`src/rtl/kws_fft_pkg.sv`:
```
// Shared definitions for the keyword-spotting FFT front end: default sizes, Q1.14 unity,
// feeder FSM states and the Hann window coefficient table used by fft_window_rom.
package kws_fft_pkg;

    localparam int DATA_WIDTH_DEF = 16;
    localparam int FFT_SIZE_DEF   = 32;
    localparam int HOP_SIZE_DEF   = 16;

    localparam logic [15:0] Q14_ONE = 16'h4000;

    typedef enum logic [1:0] {
        FILL,
        COLLECT,
        WAIT_FFT,
        STREAM
    } feeder_state_e;

    // Periodic Hann window w[k] = 0.5*(1 - cos(2*pi*k/32)) in Q1.14, rounded to nearest.
    localparam int HANN_LEN = 32;
    localparam logic [15:0] HANN_TABLE [HANN_LEN] = '{
        16'd0,     16'd157,   16'd624,   16'd1381,  16'd2399,  16'd3641,  16'd5057,  16'd6594,
        16'd8192,  16'd9790,  16'd11327, 16'd12743, 16'd13985, 16'd15003, 16'd15760, 16'd16227,
        16'd16384, 16'd16227, 16'd15760, 16'd15003, 16'd13985, 16'd12743, 16'd11327, 16'd9790,
        16'd8192,  16'd6594,  16'd5057,  16'd3641,  16'd2399,  16'd1381,  16'd624,   16'd157
    };

endpackage

```
`src/rtl/fft_window_rom.sv`:
```
// Hann coefficient ROM: frame index in, Q1.14 coefficient out one cycle later.
// Only instantiated by fft_frame_feeder when FRAME_WINDOW_EN is defined.
module fft_window_rom
    import kws_fft_pkg::*;
#(
    parameter int FFT_SIZE = FFT_SIZE_DEF,
    localparam int AW      = $clog2(FFT_SIZE)
) (
    input  logic          clock,
    input  logic [AW-1:0] index,
    output logic [15:0]   coef
);

    if (FFT_SIZE != HANN_LEN) begin : g_bad_size
        $error("fft_window_rom: Hann table holds %0d entries, FFT_SIZE is %0d", HANN_LEN, FFT_SIZE);
    end

    always_ff @(posedge clock) begin
        coef <= HANN_TABLE[index];
    end

endmodule

```
`src/rtl/fft_frame_feeder.sv`:
```
// Buffers an audio sample stream into overlapping FFT_SIZE frames and streams each frame,
// oldest sample first, into the fft block. Optional Hann windowing under FRAME_WINDOW_EN.
module fft_frame_feeder
    import kws_fft_pkg::*;
#(
    parameter int DATA_WIDTH = DATA_WIDTH_DEF,
    parameter int FFT_SIZE   = FFT_SIZE_DEF,
    parameter int HOP_SIZE   = HOP_SIZE_DEF
) (
    input  logic                  clock,
    input  logic                  reset,
    input  logic                  sample_valid,
    input  logic [DATA_WIDTH-1:0] sample_data,
    output logic                  sample_ready,
    input  logic                  fft_ready,
    output logic                  fft_valid,
    output logic [DATA_WIDTH-1:0] fft_real,
    output logic [DATA_WIDTH-1:0] fft_imag,
    output logic                  frame_start,
    output logic [15:0]           frame_count
);

    localparam int AW = $clog2(FFT_SIZE);
    localparam int CW = $clog2(FFT_SIZE + 1);

    if (HOP_SIZE < 1 || HOP_SIZE > FFT_SIZE) begin : g_bad_hop
        $error("fft_frame_feeder: HOP_SIZE %0d outside 1..%0d", HOP_SIZE, FFT_SIZE);
    end
    if ((FFT_SIZE & (FFT_SIZE - 1)) != 0) begin : g_bad_fft
        $error("fft_frame_feeder: FFT_SIZE %0d is not a power of two", FFT_SIZE);
    end

    feeder_state_e state, next_state;

    logic [DATA_WIDTH-1:0] mem [FFT_SIZE];
    logic [AW-1:0]         wr_ptr;
    logic [AW-1:0]         rd_base;
    logic [AW-1:0]         idx;
    logic [AW-1:0]         rd_addr;
    logic [CW-1:0]         new_cnt;
    logic                  accept;
    logic                  start_now;
    logic                  emit;
    logic                  ready_next;

    logic                  raw_valid;
    logic                  raw_start;
    logic [DATA_WIDTH-1:0] raw_data;

    always_comb begin
        accept     = sample_valid && sample_ready;
        start_now  = (state == WAIT_FFT) && fft_ready;
        // idx wraps to 0 after the last sample, which is also the end-of-frame marker
        emit       = start_now || ((state == STREAM) && (idx != '0));
        rd_addr    = (state == WAIT_FFT) ? wr_ptr : rd_base + idx;
        next_state = state;
        case (state)
            FILL:     if (accept && new_cnt == CW'(FFT_SIZE - 1)) next_state = WAIT_FFT;
            COLLECT:  if (accept && new_cnt == CW'(HOP_SIZE - 1)) next_state = WAIT_FFT;
            WAIT_FFT: if (fft_ready) next_state = STREAM;
            STREAM:   if (idx == '0) next_state = COLLECT;
            default:  next_state = FILL;
        endcase
        ready_next = (next_state == FILL) || (next_state == COLLECT);
    end

    always_ff @(posedge clock) begin
        if (reset) begin
            state        <= FILL;
            sample_ready <= 1'b0;
        end else begin
            state        <= next_state;
            sample_ready <= ready_next;
        end
    end

    always_ff @(posedge clock) begin
        if (accept) begin
            mem[wr_ptr] <= sample_data;
        end
    end

    always_ff @(posedge clock) begin
        if (reset) begin
            wr_ptr    <= '0;
            rd_base   <= '0;
            idx       <= '0;
            new_cnt   <= '0;
            raw_valid <= 1'b0;
            raw_start <= 1'b0;
            raw_data  <= '0;
        end else begin
            if (accept) begin
                wr_ptr  <= wr_ptr + AW'(1);
                new_cnt <= new_cnt + CW'(1);
            end
            if (start_now) begin
                rd_base <= wr_ptr;
                new_cnt <= '0;
                idx     <= AW'(1);
            end else if (state == STREAM && idx != '0) begin
                idx <= idx + AW'(1);
            end
            raw_valid <= emit;
            raw_start <= start_now;
            raw_data  <= emit ? mem[rd_addr] : '0;
        end
    end

    assign fft_imag = '0;

`ifdef FRAME_WINDOW_EN
    logic [AW-1:0]      emit_k;
    logic [15:0]        coef;
    logic signed [31:0] prod;

    assign emit_k = (state == WAIT_FFT) ? '0 : idx;

    fft_window_rom #(.FFT_SIZE(FFT_SIZE)) u_rom (
        .clock (clock),
        .index (emit_k),
        .coef  (coef)
    );

    always_comb begin
        prod = 32'(signed'(raw_data)) * signed'(32'(coef));
    end

    always_ff @(posedge clock) begin
        if (reset) begin
            fft_valid   <= 1'b0;
            frame_start <= 1'b0;
            fft_real    <= '0;
            frame_count <= '0;
        end else begin
            fft_valid   <= raw_valid;
            frame_start <= raw_start;
            fft_real    <= raw_valid ? DATA_WIDTH'((prod + 32'sd8192) >>> 14) : '0;
            if (raw_start) begin
                frame_count <= frame_count + 16'd1;
            end
        end
    end
`else
    assign fft_valid   = raw_valid;
    assign frame_start = raw_start;
    assign fft_real    = raw_data;

    always_ff @(posedge clock) begin
        if (reset) begin
            frame_count <= '0;
        end else if (start_now) begin
            frame_count <= frame_count + 16'd1;
        end
    end
`endif

endmodule

```
`config.mk`:
```
export PLATFORM = sky130hd
export DESIGN_NAME = fft_frame_feeder
export DESIGN_NICKNAME = d
export VERILOG_FILES = /design/src/rtl/kws_fft_pkg.sv /design/src/rtl/fft_window_rom.sv /design/src/rtl/fft_frame_feeder.sv
export SDC_FILE = /design/constraint.sdc
export NUM_CORES = 1
export LEC_CHECK = 0
export BUFFER_PORTS_ARGS = -buffer_cell sky130_fd_sc_hd__buf_2
export CAP_MARGIN = 20
export CORE_UTILIZATION = 50
export DETAILED_ROUTE_END_ITERATION = 6
export PLACE_DENSITY = 0.78
export SLEW_MARGIN = 25
export SYNTH_ARGS = -nofsm -noshare
export SYNTH_HDL_FRONTEND = slang
export SYNTH_HIERARCHICAL = 1
export SYNTH_SLANG_ARGS = --single-unit
```
`constraint.sdc`:
```
create_clock -name clock -period 3 [get_ports clock]
set_input_delay 0.45 -clock clock [delete_from_list [all_inputs] [get_ports clock]]
set_output_delay 0.45 -clock clock [all_outputs]
set_load 0.01 [all_outputs]
```
==> flow_metrics.py, run 1 <==
metrics = {
    "status": {
        "status": "complete, but fails checks",
        "violations": "design-rule violations",
    },
    "power_and_ir_drop": {
        "powerDensity_nw_per_um2": 597,
        "clkPwrFrac_pct": 43.3,
        "p_sw_share_pct": 20.2,
        "pwr-share-seq_pct": 55.3,
        "switchingPower_mw": 3.17,
        "p_leak_nw": 8.93,
        "combPwrFrac_pct": 1.4,
        "finalPower_mw": 15.7,
        "internal-power_mw": 12.5,
        "ir_drop_mv": 0.457,
    },
    "clocking": {
        "numCtsBuffers": 56,
        "cts_hold_buf": 0,
        "cts_tree": "built",
        "h-tree-depth": 2,
        "cts.sinks": 570,
        "cts_buffer_depth": 3,
        "worstSkewPairLatency_ns": 0.63,
        "clk_pin_slew_ns": 0.06,
        "cts_root_buffer": "clkbuf_16",
    },
    "global_routing": {
        "grt_pass1_vias": 14355,
        "antenna_found_initial": 2,
        "grt_max_degree": 58,
        "grt_first_pass_wirelength_microns": 86600,
        "track_usage_pct": 24.5,
        "gr-total-overflow": 0,
    },
    "synth": {
        "seq_area_frac_synth_pct": 71.6,
        "synth_top_area_share_pct": 66.5,
        "synthTopCellsByCount": "edfxtp_1, nand2_1, a21oi_1, mux2i_1, a211oi_1",
        "synthArstFlopShare_pct": 0,
        "syn_area_sq_um": 23100,
        "synth_most_common_cell": "edfxtp_1",
        "syn_inst": 1643,
        "synth_area_leaders": "edfxtp_1, dfxtp_1, a21oi_1",
        "syn_area_per_cell_sq_um": 14.1,
        "synth_seq_cells": 570,
        "ys_warn_count": 6,
        "synthDistinctLibCells": 70,
        "ys.flop_type": "edfxtp_1",
        "yosysTopAreaCell": "edfxtp_1",
        "synth-edff-count": 512,
    },
    "worst_hold_path": {
        "hp-class": "input port to flip-flop",
        "hold_start": "fft_ready",
        "min_to": "state[0]",
        "worstHoldPathCells": 3,
    },
    "critical_path": {
        "crit_fanout": 20,
        "r2r-start": "rd_base[0]",
        "crit_required_ns": 3.49,
        "cp-end-kind": "flip-flop",
        "crit_type": "flip-flop to flip-flop",
        "ff2ff_path_depth": 10,
        "reg2reg_to": "fft_real[15]",
        "start_kind": "flip-flop",
        "arrival_ns": 3.41,
        "reg2reg_slack_ns": 0.08,
    },
    "placement": {
        "place_hpwl_microns": 35100,
        "dpl_cell_area_sq_um": 24400,
        "port_buffers": 54,
        "gp_congestion": 0.870,
    },
    "sta": {
        "maxSlewHeadroom_pct": 49.6,
        "final.min_clock_period_ns": 2.92,
        "max_freq_mhz": 343,
        "fin_setup_tns_ns": 0,
        "hold_viol_final": 0,
        "whs_ns": 0.137,
        "setup_violations": 0,
        "rsz0062_at_grt": "false",
        "finClkSkew_ns": 0.0369,
        "drv_slew": 0,
        "post-route-period-util_pct": 97.3,
        "worst_pin_slew_ns": 0.756,
    },
    "run": {
        "cap_violations": 0,
    },
    "layout": {
        "register_area_sq_um": 16500,
        "fin_nets": 1765,
        "drive_gt1_share_pct": 15.5,
        "multiInputGateArea_sq_um": 5890,
        "antenna_cells": 0,
        "fin_util_pct": 57.8,
        "area_growth_pct": 13.8,
        "stdcell_area_sq_um": 26300,
        "fill_cells": 3390,
    },
    "floorplanning": {
        "dieArea_sq_um": 47100,
        "core-area_sq_um": 45500,
        "start_util_pct": 50.8,
        "die_x_microns": 217,
        "num_io_pins": 71,
        "row_count": 78,
        "die_h_microns": 217,
    },
    "detailed_routing": {
        "dr.pass1.iters": 7,
        "wl_per_cell_microns": 24.3,
        "postRouteAntennaNets": 0,
        "drc": 1,
        "via_count": 14859,
        "drt_iter0_drc": 1991,
        "vias_per_cell": 6.25,
        "wl_microns": 57700,
    },
}
routing by layer:
metal | routed length (microns) | vias to the layer above | track usage, %
li1 | - | 6462 | -
met1 | 21800 | 7328 | 32.9
met2 | 27600 | 917 | 39.7
met3 | 6040 | 148 | 4.65
met4 | 2240 | 4 | 9.11
met5 | 22 | - | 0
cell usage in the layout, fill, tap and decap left out, types with 30 or more instances in the layout:
cell,synthesis,layout
buf_4,23,79
nor2_1,58,58
a21oi_1,169,168
a22oi_1,30,30
inv_1,42,42
a221oi_1,63,62
mux2i_1,71,70
clkbuf_16,0,56
nand2_1,220,220
o211ai_1,62,62
a211oi_1,68,68
edfxtp_1,512,512
buf_2,40,54
dfxtp_1,58,58
state kept, by name, indices dropped and copies added, names as in the netlist:
name,cells
fft_real,16
fft_valid,1
frame_count,16
frame_start,1
idx,5
mem,512
new_cnt,6
rd_base,5
sample_ready,1
state,2
wr_ptr,5
worst max-delay path, stage by stage (launching register included):
cell      delay (ns)
dfxtp_1         0.34
ha_1            0.19
inv_1           0.07
fa_1            0.42
xnor2_2         0.18
buf_4           0.23
a211oi_1        0.27
a211oi_1        0.08
o211ai_1        0.40
o221ai_2        0.22
o211ai_1        0.41
power by group through the flow:
stage                     clock network (mW)  registers (mW)  logic, mW
after floorplan                            0            8.84     0.0764
after global placement                     0            8.84      0.213
after detailed placement                   0            8.84      0.222
after CTS                               6.82            8.68      0.222
after global routing                    7.13            8.67      0.242
final                                   6.79            8.68      0.227
area by class of cell:
cell class / count / share of cell area (%)
clock inverter: 22 / 0.695
sequential: 570 / 62.9
tap: 600 / 2.85
clock buffer: 83 / 6.13
timing repair buffer: 149 / 4.43
multi-input combinational: 913 / 22.4
inverter: 42 / 0.599
stage by stage:
stage               worst slack [ns]  std cells
floorplan                     0.0930       1658
global placement              0.0489       2273
detailed placement            0.0360       2273
CTS                           0.0404       2378
global route                 0.00755       2379
finish                        0.0805       2379
how the worst max path moves through the flow:
| stage | startpoint | to | slack [ns] | cells after the start |
|---|---|---|---|---|
| detailed placement | idx[1] | fft_real[4] | 0.04 | 7 |
| global placement | idx[1] | fft_real[4] | 0.05 | 7 |
| floorplan | sample_valid | mem[15][0] | 0.09 | 4 |
| global route | rd_base[0] | fft_real[8] | 0.008 | 11 |
| finish | rd_base[0] | fft_real[15] | 0.08 | 10 |
| CTS | idx[1] | fft_real[4] | 0.04 | 7 |
timing repair:
| action | CTS | global route |
|---|---|---|
| resized for setup | 0 | 11 |
| buffers inserted | 0 | 0 |
| endpoints found under the setup margin | 0 | 4 |
logic make-up after synthesis:
group	Yosys count	share of synthesized area (%)
flops	570	71.6
compound gates	446	13.3
simple gates	338	6.42
buf+inv	176	3.82
mux	73	3.20
xor+xnor	26	0.985
fa+ha+maj	13	0.736
other cells	1	0.0162
Note: power is estimated with default switching activity, not from simulation.
==> run 2: changes to the inputs <==
BUFFER_PORTS_ARGS = -buffer_cell sky130_fd_sc_hd__buf_4   (was -buffer_cell sky130_fd_sc_hd__buf_2)
GPL_TIMING_DRIVEN = 0   (was default)
==> run 2 against run 1 <==
The flow finishes with violations (negative setup slack). Hold slack worse by 0.084 ns. Clock power is 0.9% lower. Via count is 5.9% higher. Core utilization is 2.2 points higher. Critical endpoint is now fft_real[6].
==> flow_metrics.py, run 2 (synthesis results as in run 1) <==
metrics = {
    "status": {
        "status": "complete, but fails checks",
        "violations": "negative setup slack",
    },
    "sta": {
        "maxSlewHeadroom_pct": 33.9,
        "post-route-period-util_pct": 101,
        "worst_pin_slew_ns": 0.990,
        "setup_ws_ns": -0.0175,
        "final.min_clock_period_ns": 3.02,
        "whs_ns": 0.0535,
        "finClkSkew_ns": 0.0156,
        "hold_viol_final": 0,
        "setup_violations": 1,
        "drv_slew": 0,
        "rsz0062_at_grt": "true",
        "max_freq_mhz": 331,
    },
    "clocking": {
        "worstSkewPairLatency_ns": 0.61,
        "cts_buffer_depth": 3,
        "numCtsBuffers": 55,
        "clk_pin_slew_ns": 0.06,
        "cts_hold_buf": 0,
        "cts_root_buffer": "clkbuf_16",
        "cts.sinks": 570,
        "h-tree-depth": 2,
        "cts_tree": "built",
    },
    "detailed_routing": {
        "via_count": 15735,
        "wl_microns": 65000,
        "postRouteAntennaNets": 0,
        "dr.pass1.iters": 6,
        "drt_iter0_drc": 2438,
        "vias_per_cell": 6.40,
        "drc": 0,
        "wl_per_cell_microns": 26.4,
    },
    "critical_path": {
        "crit_type": "flip-flop to flip-flop",
        "crit_top_cell": "o211ai_1",
        "cp-end-kind": "flip-flop",
        "critPathSlowestCell": "o211ai_1",
        "crit_required_ns": 3.45,
        "start_kind": "flip-flop",
        "cpPeakStageDelay_ns": 0.65,
        "crit_fanout": 10,
        "critPathBufInv": 2,
        "arrival_ns": 3.47,
        "cp_top_family": "compound AO/OA/AOI/OAI gates",
        "worstPathCellList": "ha_1, and2b_2, o31a_4, nor3_4, buf_8, buf_6, a221oi_2, o211ai_1, o211ai_1",
    },
    "layout": {
        "regMostFlops": "mem",
        "layout_common_cells": "edfxtp_1, nand2_1, a21oi_1",
        "fin_nets": 1844,
        "drive_gt1_share_pct": 21.4,
        "final_common_cell": "edfxtp_1",
        "largest_reg_flops": 512,
        "top_regs": "mem (512), fft_real (16), frame_count (16)",
        "area_growth_pct": 18.1,
        "fill_cells": 3278,
        "fin_util_pct": 60.0,
    },
    "global_routing": {
        "antenna_found_initial": 2,
        "gr-usage-met1_pct": 35.2,
        "grt_use_met2_pct": 41.7,
        "busiest_layer": "met2",
        "track_usage_pct": 26.9,
        "grt_first_pass_wirelength_microns": 93200,
        "grt_use_met3_pct": 7.00,
        "grt_max_degree": 33,
        "gr-total-overflow": 0,
        "grt_pass1_vias": 15111,
    },
    "floorplanning": {
        "die_h_microns": 217,
        "start_util_pct": 50.8,
        "row_count": 78,
        "core-area_sq_um": 45500,
        "num_io_pins": 71,
        "die_x_microns": 217,
        "dieArea_sq_um": 47100,
    },
    "power_and_ir_drop": {
        "ir_drop_mv": 0.417,
        "powerDensity_nw_per_um2": 575,
        "p_leak_nw": 9.28,
    },
    "placement": {
        "gp_congestion": 0.910,
        "pre_cts_slack_ns": -0.669,
        "port_buffers": 54,
        "place_hpwl_microns": 40700,
    },
    "run": {
        "cap_violations": 0,
    },
    "worst_hold_path": {
        "hp-class": "input port to flip-flop",
    },
}
==> run 2: cell types whose count changed in the layout (fill, tap and decap cells not counted), sizes merged <==
cell      before  now
clkinv        18   21
buf          149  178
o21ai          7    6
diode          0    1
clkbuf        83  128
clkinvlp       2    1
bufinv         1    3
==> run 2: layer usage <==
layer / routed length, microns / up-vias / part of all wire [%]
met1: 22800 / 7535 / 35
met4: 3430 / 2 / 5.3
met5: 12 / - / 0.018
li1: - / 6620 / -
met2: 29600 / 1324 / 46
met3: 9130 / 254 / 14
==> run 2: final timing paths <==
check                  start      endpoint  slack [ns]  cells past startpoint
setup / recovery      idx[3]   fft_real[6]       -0.02                      9
hold / removal         reset  sample_ready        0.05                      2
hold reg to reg   rd_base[3]    rd_base[3]        0.48                      2
setup reg to reg      idx[3]   fft_real[6]       -0.02                      9
==> run 2: through the flow <==
stage | power [mW] | TNS [ns] | cells | cell area [sq um]
finish | 15.7 | -0.0175 | 2457 | 27300
global route | 16.0 | -0.532 | 2456 | 27300
CTS | 15.7 | -0.00794 | 2445 | 26900
detailed placement | 9.10 | -9.19 | 2340 | 24700
global placement | 9.08 | -198.50 | 2312 | 24300
floorplan | 8.92 | 0 | 1658 | 23200
==> run 2: worst register-to-register path: stages, from the launching register on <==
cell      delay (ns)
dfxtp_1         0.34
ha_1            0.34
and2b_2         0.25
o31a_4          0.36
nor3_4          0.29
buf_8           0.18
buf_6           0.18
a221oi_2        0.08
o211ai_1        0.65
o211ai_1        0.19
==> run 2: repair_timing <==
item | CTS | global route
endpoints found under the setup margin | 16 | 16
cloned | 0 | 2
pin swaps | 22 | 26
gates resized for setup | 118 | 74
buffers inserted | 4 | 9
==> run 2: power by group <==
group          internal [mW]  switching [mW]
Clock                   3.79            2.94
Combinational         0.0617           0.215
Sequential              8.66          0.0120
==> run 2: cell type report <==
cell class	instances	area, sq um	share of cell area (%)
sequential	570	16500	60.6
multi-input combinational	912	6280	23.0
clock buffer	76	1520	5.56
buffer	133	960	3.52
timing repair buffer	97	865	3.17
tap	600	751	2.75
clock inverter	26	215	0.789
inverter	42	158	0.578
antenna	1	2.50	0.00917
